<file path="src/rtl/spi_encoder.sv">
// SPI mode-0 transmitter: shifts bytes out MSB first on sck/mosi framed by cs_n.
// Back-to-back bytes keep cs_n low when the next byte is offered in the last TAIL cycle.
module spi_encoder #(
  parameter int CLK_DIV = 4
) (
  input  logic       clk,
  input  logic       rst_n,
  input  logic [7:0] in_data,
  input  logic       in_valid,
  output logic       in_ready,
  input  logic       abort,
  output logic       sck,
  output logic       mosi,
  output logic       cs_n,
  output logic       busy,
  output logic       done
);

  // state | meaning
  // IDLE  | bus released, waiting for a byte
  // SETUP | cs_n low, MSB on mosi, sck low for one half period
  // HI    | sck high, receiver samples mosi
  // LO    | sck low, next bit presented on mosi
  // TAIL  | sck low after the last bit; can chain into the next byte
  typedef enum logic [2:0] {IDLE, SETUP, HI, LO, TAIL} state_t;

  localparam int PW = (CLK_DIV > 1) ? $clog2(CLK_DIV) : 1;
  localparam logic [PW-1:0] LAST = PW'(CLK_DIV - 1);

  state_t          state;
  logic [PW-1:0]   phase;
  logic [7:0]      shreg;
  logic [2:0]      bit_idx;
  logic            last_phase;
  logic            accept;

  assign last_phase = (phase == LAST);
  // Abort wins over a chained accept, so the handshake is withheld in that cycle.
  assign in_ready   = (state == IDLE) || ((state == TAIL) && last_phase && !abort);
  assign accept     = in_valid && in_ready;
  assign busy       = (state != IDLE);

  always_ff @(posedge clk or negedge rst_n) begin
    if (!rst_n) begin
      state   <= IDLE;
      phase   <= '0;
      shreg   <= '0;
      bit_idx <= '0;
      sck     <= 1'b0;
      mosi    <= 1'b0;
      cs_n    <= 1'b1;
      done    <= 1'b0;
    end else begin
      done <= 1'b0;
      if (abort && (state != IDLE)) begin
        state   <= IDLE;
        phase   <= '0;
        bit_idx <= '0;
        sck     <= 1'b0;
        mosi    <= 1'b0;
        cs_n    <= 1'b1;
      end else begin
        case (state)
          IDLE: begin
            if (accept) begin
              shreg   <= in_data;
              bit_idx <= 3'd7;
              phase   <= '0;
              cs_n    <= 1'b0;
              sck     <= 1'b0;
              mosi    <= in_data[7];
              state   <= SETUP;
            end
          end
          SETUP: begin
            if (last_phase) begin
              phase <= '0;
              sck   <= 1'b1;
              state <= HI;
            end else begin
              phase <= phase + 1'b1;
            end
          end
          HI: begin
            if (last_phase) begin
              phase <= '0;
              sck   <= 1'b0;
              if (bit_idx != 3'd0) begin
                mosi    <= shreg[bit_idx - 3'd1];
                bit_idx <= bit_idx - 3'd1;
                state   <= LO;
              end else begin
                state <= TAIL;
              end
            end else begin
              phase <= phase + 1'b1;
            end
          end
          LO: begin
            if (last_phase) begin
              phase <= '0;
              sck   <= 1'b1;
              state <= HI;
            end else begin
              phase <= phase + 1'b1;
            end
          end
          TAIL: begin
            if (last_phase) begin
              phase <= '0;
              done  <= 1'b1;
              if (accept) begin
                shreg   <= in_data;
                bit_idx <= 3'd7;
                mosi    <= in_data[7];
                state   <= SETUP;
              end else begin
                cs_n  <= 1'b1;
                mosi  <= 1'b0;
                state <= IDLE;
              end
            end else begin
              phase <= phase + 1'b1;
            end
          end
          default: begin
            state <= IDLE;
            phase <= '0;
            sck   <= 1'b0;
            mosi  <= 1'b0;
            cs_n  <= 1'b1;
          end
        endcase
      end
    end
  end

endmodule

</file>
<file path="config.mk">
export PLATFORM = sky130hd
export DESIGN_NAME = spi_encoder
export DESIGN_NICKNAME = d
export VERILOG_FILES = /design/src/rtl/spi_encoder.sv
export SDC_FILE = /design/constraint.sdc
export NUM_CORES = 1
export LEC_CHECK = 0
export BUFFER_PORTS_ARGS = -buffer_cell sky130_fd_sc_hd__buf_2
export CORE_AREA = 2 2 53 55
export CTS_BUF_LIST = sky130_fd_sc_hd__clkbuf_8
export DETAILED_ROUTE_END_ITERATION = 8
export DIE_AREA = 0 0 55 57
export HOLD_SLACK_MARGIN = 0.03
export PLACE_DENSITY = 0.7
export SYNTH_ARGS = -nofsm -noshare
export SYNTH_HDL_FRONTEND = slang
export SYNTH_SLANG_ARGS = --single-unit
</file>
<file path="constraint.sdc">
create_clock -name clk -period 1.8 [get_ports clk]
set_input_delay 0.09 -clock clk [delete_from_list [all_inputs] [get_ports clk]]
set_output_delay 0.09 -clock clk [all_outputs]
set_load 0.05 [all_outputs]
</file>
# == Word-level counts from Yosys, hierarchy flattened ==
# Cells that the tools add are included.
# word_totals
register_bits,20
inputBits,12
out_inout_bits,6
wordCells,89
# classes
add_sub_neg,2
n_lt_le_gt_ge,1
eq_ne,15
mux,42
bitwise,1
reduce_logical,20
# ops
cell,count
$mux 3,11
$mux 1,18
$mux 8,2
$pmux 8 s2,1
$reduce_and 4->1,4
$pmux 3 s4,1
$ne 3x2->1 const B,3
$pmux 3 s3,1
$pmux 1 s4,2
$eq 3x2->1 const B,2
$mux 2,3
$ne 2x1->1 const B,3
$ne 3x3->1 const B,2
$reduce_bool 3->1,2
$reduce_and 5->1,1
$logic_and 1x1->1,4
$lt 3x4->1 const B,1
$pmux 2 s2,1
$reduce_bool 4->1,1
$reduce_or 4->1,1
$bmux 1 s3,1
$eq 3x1->1 const B,1
$eq 3x3->1 const B,1
$logic_not 3->1,1
other kinds (13),13

# == Logic depth before layout (Yosys ltp) ==
# depth
word_depth,9
depth_mapped,7
ltp_nobuf,7

# == Least setup slack after synthesis ==
# No wires, ideal clock.
# synth_timing
kind,flip-flop to flip-flop
start,register state[1]
end,register shreg[0]
setup_ns,0.125
t_arrival_ns,1.594
path_slack_ns,0.081
stages_incl_launch_ff,6
path_buffers,1
synth_period_minus_slack_ns,1.719
path_cell_list,dfrtp_1 > buf_6 > or2_4 > a21oi_4 > nand2_4 > mux2_4
# synth_between
elab_chain_cells,8
# synth_rtl
element,line,source
start: declaration,30,state_t state;
start signal: assignment,45,state <= IDLE;
start signal: assignment,56,state <= IDLE;
start signal: assignment,72,state <= SETUP;
$eq 3x3->1,39,assign in_ready = (state == IDLE) || ((state == TAIL) && last_phase && !abort);
$logic_and 1x1->1 (2 in series),39,
$logic_or 1x1->1 *,39,
net in_ready,10,"output logic in_ready,"
$logic_and 1x1->1 *,40,assign accept = in_valid && in_ready;
$mux 8 *,-,
$mux 8,-,
$pmux 8 s2 *,63,case (state)
end signal: assignment,66,shreg <= in_data;
end signal: assignment,113,shreg <= in_data;
end: declaration,32,logic [7:0] shreg;
# The timed path passes the listed nets; every way through them passes the cells marked *. The select of a mux whose other input is x is not followed.
# A chain may end at the register's enable or synchronous reset.

# == Worst setup path in the final report ==
# layout_timing
start,register state[0]
end,output busy
# layout_between
elab_chain_cells,1
# layout_rtl
element,line,source
$reduce_bool 3->1,41,assign busy = (state != IDLE);
end: declaration,15,"output logic busy,"
# No other way between the ends.

==> out/qor.csv <==
stage,metric,value,unit
outcome,run_status,"finished, final reports clean",
synthesis,synth_cell_types,45,
routing,drt_wl_total,2.708,mm
clock_tree,clock-sinks,20,
timing,relative_max_transition_margin,66.74,%
clock_tree,post_cts_buffers,0,
synthesis,postSynth.topFlopCell,sky130_fd_sc_hd__dfrtp_1,
synthesis,synth.cell_area,1249,um^2
global_route,largest_net_degree_at_the_start_of_global_routing,21,
worst_setup_path,crit_path_arrival_time,1.66,ns
synthesis,yosys_register_bits,20,
clock_tree,number_of_buffers_inserted_during_clock_tree_synthesis,3,
global_route,overflow,0,
timing,timing.final.hold_violations,0,
place,io_buffers,17,
worst_setup_path,cp-end-kind,primary output,
synthesis,syn-instance-count,123,
global_route,grt_first_pass_wirelength,4.698,mm
routing,drt-wirelength-per-cell,15.56,um
global_route,grt_util_all_layers,20.59,%
timing,fin_setup_tns,0,ns
clock_tree,cts_buffer_depth,2,
worst_setup_path,worst-endpoint-required,1.71,ns
power,power.leakage,0.6716,nW
flow_run,drv_cap,0,
die,ioPinCount,18,
clock_tree,tritoncts,yes,
finish,design.final.nets,159,
place,dp_hpwl,1.986,mm
die,starting_density_of_the_core,47.75,%
worst_setup_path,timing.critical_path.cells,"or3_1, buf_2",
die,fp-row-count,19,
power,powerDensity,1114,nW/um^2
timing,hold_ws,0.05810,ns
worst_setup_path,worst_setup_path_start_kind,register,
place,finalWeightedCongestion,1.041,
finish,post_layout_nonfiller_instances,174,
routing,first_iter_violations,41,
finish,layout-drive-gt1-share,31.47,%
timing,setup_violations,0,
global_route,grt_antenna_before_repair,0,
timing,setup_skew_after_layout,0.0008508,ns
routing,drc,0,
synthesis,synth_area_per_cell,10.15,um^2
die,die_y,57,um
worst_setup_path,path_max_fanout,15,
timing,achievable-frequency,0.5725,GHz
synthesis,synth-warning-count,0,
clock_tree,clkTransAtPathRegs,0.07,ns
die,fp.dieW,55,um
power,irDropWorstVdd,0.6710,mV
timing,period_needed,1.747,ns
finish,antenna_cells_inserted,0,
place,dpl_cell_area,1356,um^2
timing,worst-slew-pin-transition,0.4989,ns
place,total_placed_cells_including_tap_cells,169,
clock_tree,clock_tree.root_cell,sky130_fd_sc_hd__clkbuf_8,
synthesis,postSynthNetCount,138,
worst_setup_path,slowest_stage_cell_on_the_critical_path,sky130_fd_sc_hd__or3_1,
routing,dr_total_vias,1031,
synthesis,number_of_synthesized_flops_with_an_enable_pin,0,
timing,slew_violations,0,
routing,detail_route.first_pass.iterations,4,
finish,post_synthesis_to_final_layout_area_growth,15.03,%
timing,fin_crit_sh,97.04,%
synthesis,synth_async_sr_flop_share,100.0,%
routing,ant_nets,0,
die,design.die.area,3135,um^2
worst_setup_path,path_type_of_the_worst_setup_path,reg2out,
synthesis,synth.yosys.seq_area_share,40.18,%
worst_setup_path,slowest_delay,0.57,ns
clock_tree,clk_latency_worst_skew_pair,0.26,ns
die,core,2615,um^2
global_route,grt_pass1_vias,1068,
finish,final_cell_area,1436,um^2
clock_tree,cts_htree_levels,1,
routing,routed_via_count_divided_by_cell_count,5.925,
worst_hold_path,hold_path.class,in2reg,
metal layers:
layer | track usage [%] | part of all wire, %
met1 | 26.59 | 41
met2 | 31.80 | 51
met3 | 4.974 | 6.4
met4 | 10.10 | 1.5
met5 | 0 | 0
area by class of cell:
type                    instances  area, um^2
flip-flops and latches         20       503.0
multi-input cells              90       694.4
well taps                      31       38.79
repair buffers                 23       132.6
inverters                       6       22.52
clock buffers                   3       41.29
clock inverters                 1       3.754
fillers                       241        1179
cells by family (layout without fill, tap and decap cells):
kind of cell / count (synthesis) / in the layout / share of synthesized area [%]
XOR/XNOR: 2 / 2 / 1.403
multiplexers: 11 / 11 / 14.63
buffers and inverters: 13 / 33 / 6.111
AO/OA/AOI/OAI: 31 / 31 / 17.94
AND/OR/NAND/NOR: 43 / 43 / 16.74
flip-flops: 20 / 20 / 40.18
adder cells (fa/ha/maj): 3 / 3 / 3.006
Yosys cell counts, types with 2 or more instances:
| library cell | number | area, um^2 |
|---|---|---|
| sky130_fd_sc_hd__o21bai_1 | 2 | 15.01 |
| sky130_fd_sc_hd__o21ai_1 | 2 | 10.01 |
| sky130_fd_sc_hd__a21oi_1 | 8 | 40.04 |
| sky130_fd_sc_hd__o311a_1 | 2 | 20.02 |
| sky130_fd_sc_hd__o22ai_1 | 2 | 12.51 |
| sky130_fd_sc_hd__a31oi_1 | 2 | 12.51 |
| sky130_fd_sc_hd__dfrtp_1 | 19 | 475.5 |
| sky130_fd_sc_hd__a22oi_1 | 2 | 15.01 |
| sky130_fd_sc_hd__o21ai_0 | 2 | 10.01 |
| sky130_fd_sc_hd__buf_4 | 2 | 15.01 |
| sky130_fd_sc_hd__nand2_1 | 19 | 71.32 |
| sky130_fd_sc_hd__mux4_1 | 2 | 52.55 |
| sky130_fd_sc_hd__nor2_1 | 9 | 33.78 |
| sky130_fd_sc_hd__ha_1 | 3 | 37.54 |
| sky130_fd_sc_hd__inv_1 | 5 | 18.77 |
| sky130_fd_sc_hd__nor3_1 | 4 | 20.02 |
| sky130_fd_sc_hd__buf_6 | 2 | 22.52 |
| sky130_fd_sc_hd__nand3_1 | 2 | 10.01 |
| sky130_fd_sc_hd__mux2_4 | 8 | 120.1 |
metrics by stage:
step	total power, mW	util (%)	worst slack, ns
floorplan	1.139	-	0.08070
global placement	1.260	51.87	0.1372
detailed placement	1.279	51.87	0.06444
CTS	1.582	53.97	0.05396
global route	1.708	54.93	-0.01609
finish	1.600	54.93	0.05335
flip-flops by register name, summed over array words and instances (netlist names):
| register | flops |
|---|---|
| mosi | 1 |
| sck | 1 |
| bit_idx | 3 |
| phase | 2 |
| cs_n | 1 |
| state | 3 |
| shreg | 8 |
| done | 1 |
placed cells by master, fill, tap and decap left out, drive strengths merged, types with 3 or more instances in the layout:
cell type  count
buf           22
nand2         20
dfrtp         19
nor2          10
a21oi          9
mux2           8
inv            7
nor3           4
o21ai          4
clkbuf         3
ha             3
worst max-delay path: cells and delay by family, from the launching register on:
| kind | cells | cell delay [ns] |
|---|---|---|
| simple gates | 1 | 0.57 |
| flops | 1 | 0.56 |
| buf+inv | 1 | 0.27 |
path summary, 6_finish.rpt:
kind	startpoint	end	slack [ns]	depth (start not counted)
worst max-delay path	state[0]	busy	0.05	2
worst min-delay path	in_data[2]	shreg[2]	0.06	2
worst max register to register	state[0]	bit_idx[1]	0.09	4
worst min register to register	mosi	mosi	0.48	2
max in group asynchronous	rst_n	cs_n	1.17	2
min in group asynchronous	rst_n	state[0]	0.30	2
what timing repair did:
action / 4_1_cts / 5_1_grt
endpoints found under the setup margin: 0 / 4
endpoints found under the hold margin: 19 / 0
resized for setup: 0 / 6
hold buffers: 1 / 0
power breakdown:
part           internal, mW  switching [mW]  leakage, nW
sequential            0.560          0.0965        0.246
combinational         0.321           0.328        0.399
clock                 0.152           0.143       0.0269
total                  1.03           0.568        0.672
Note: power is estimated with default switching activity, not from simulation.
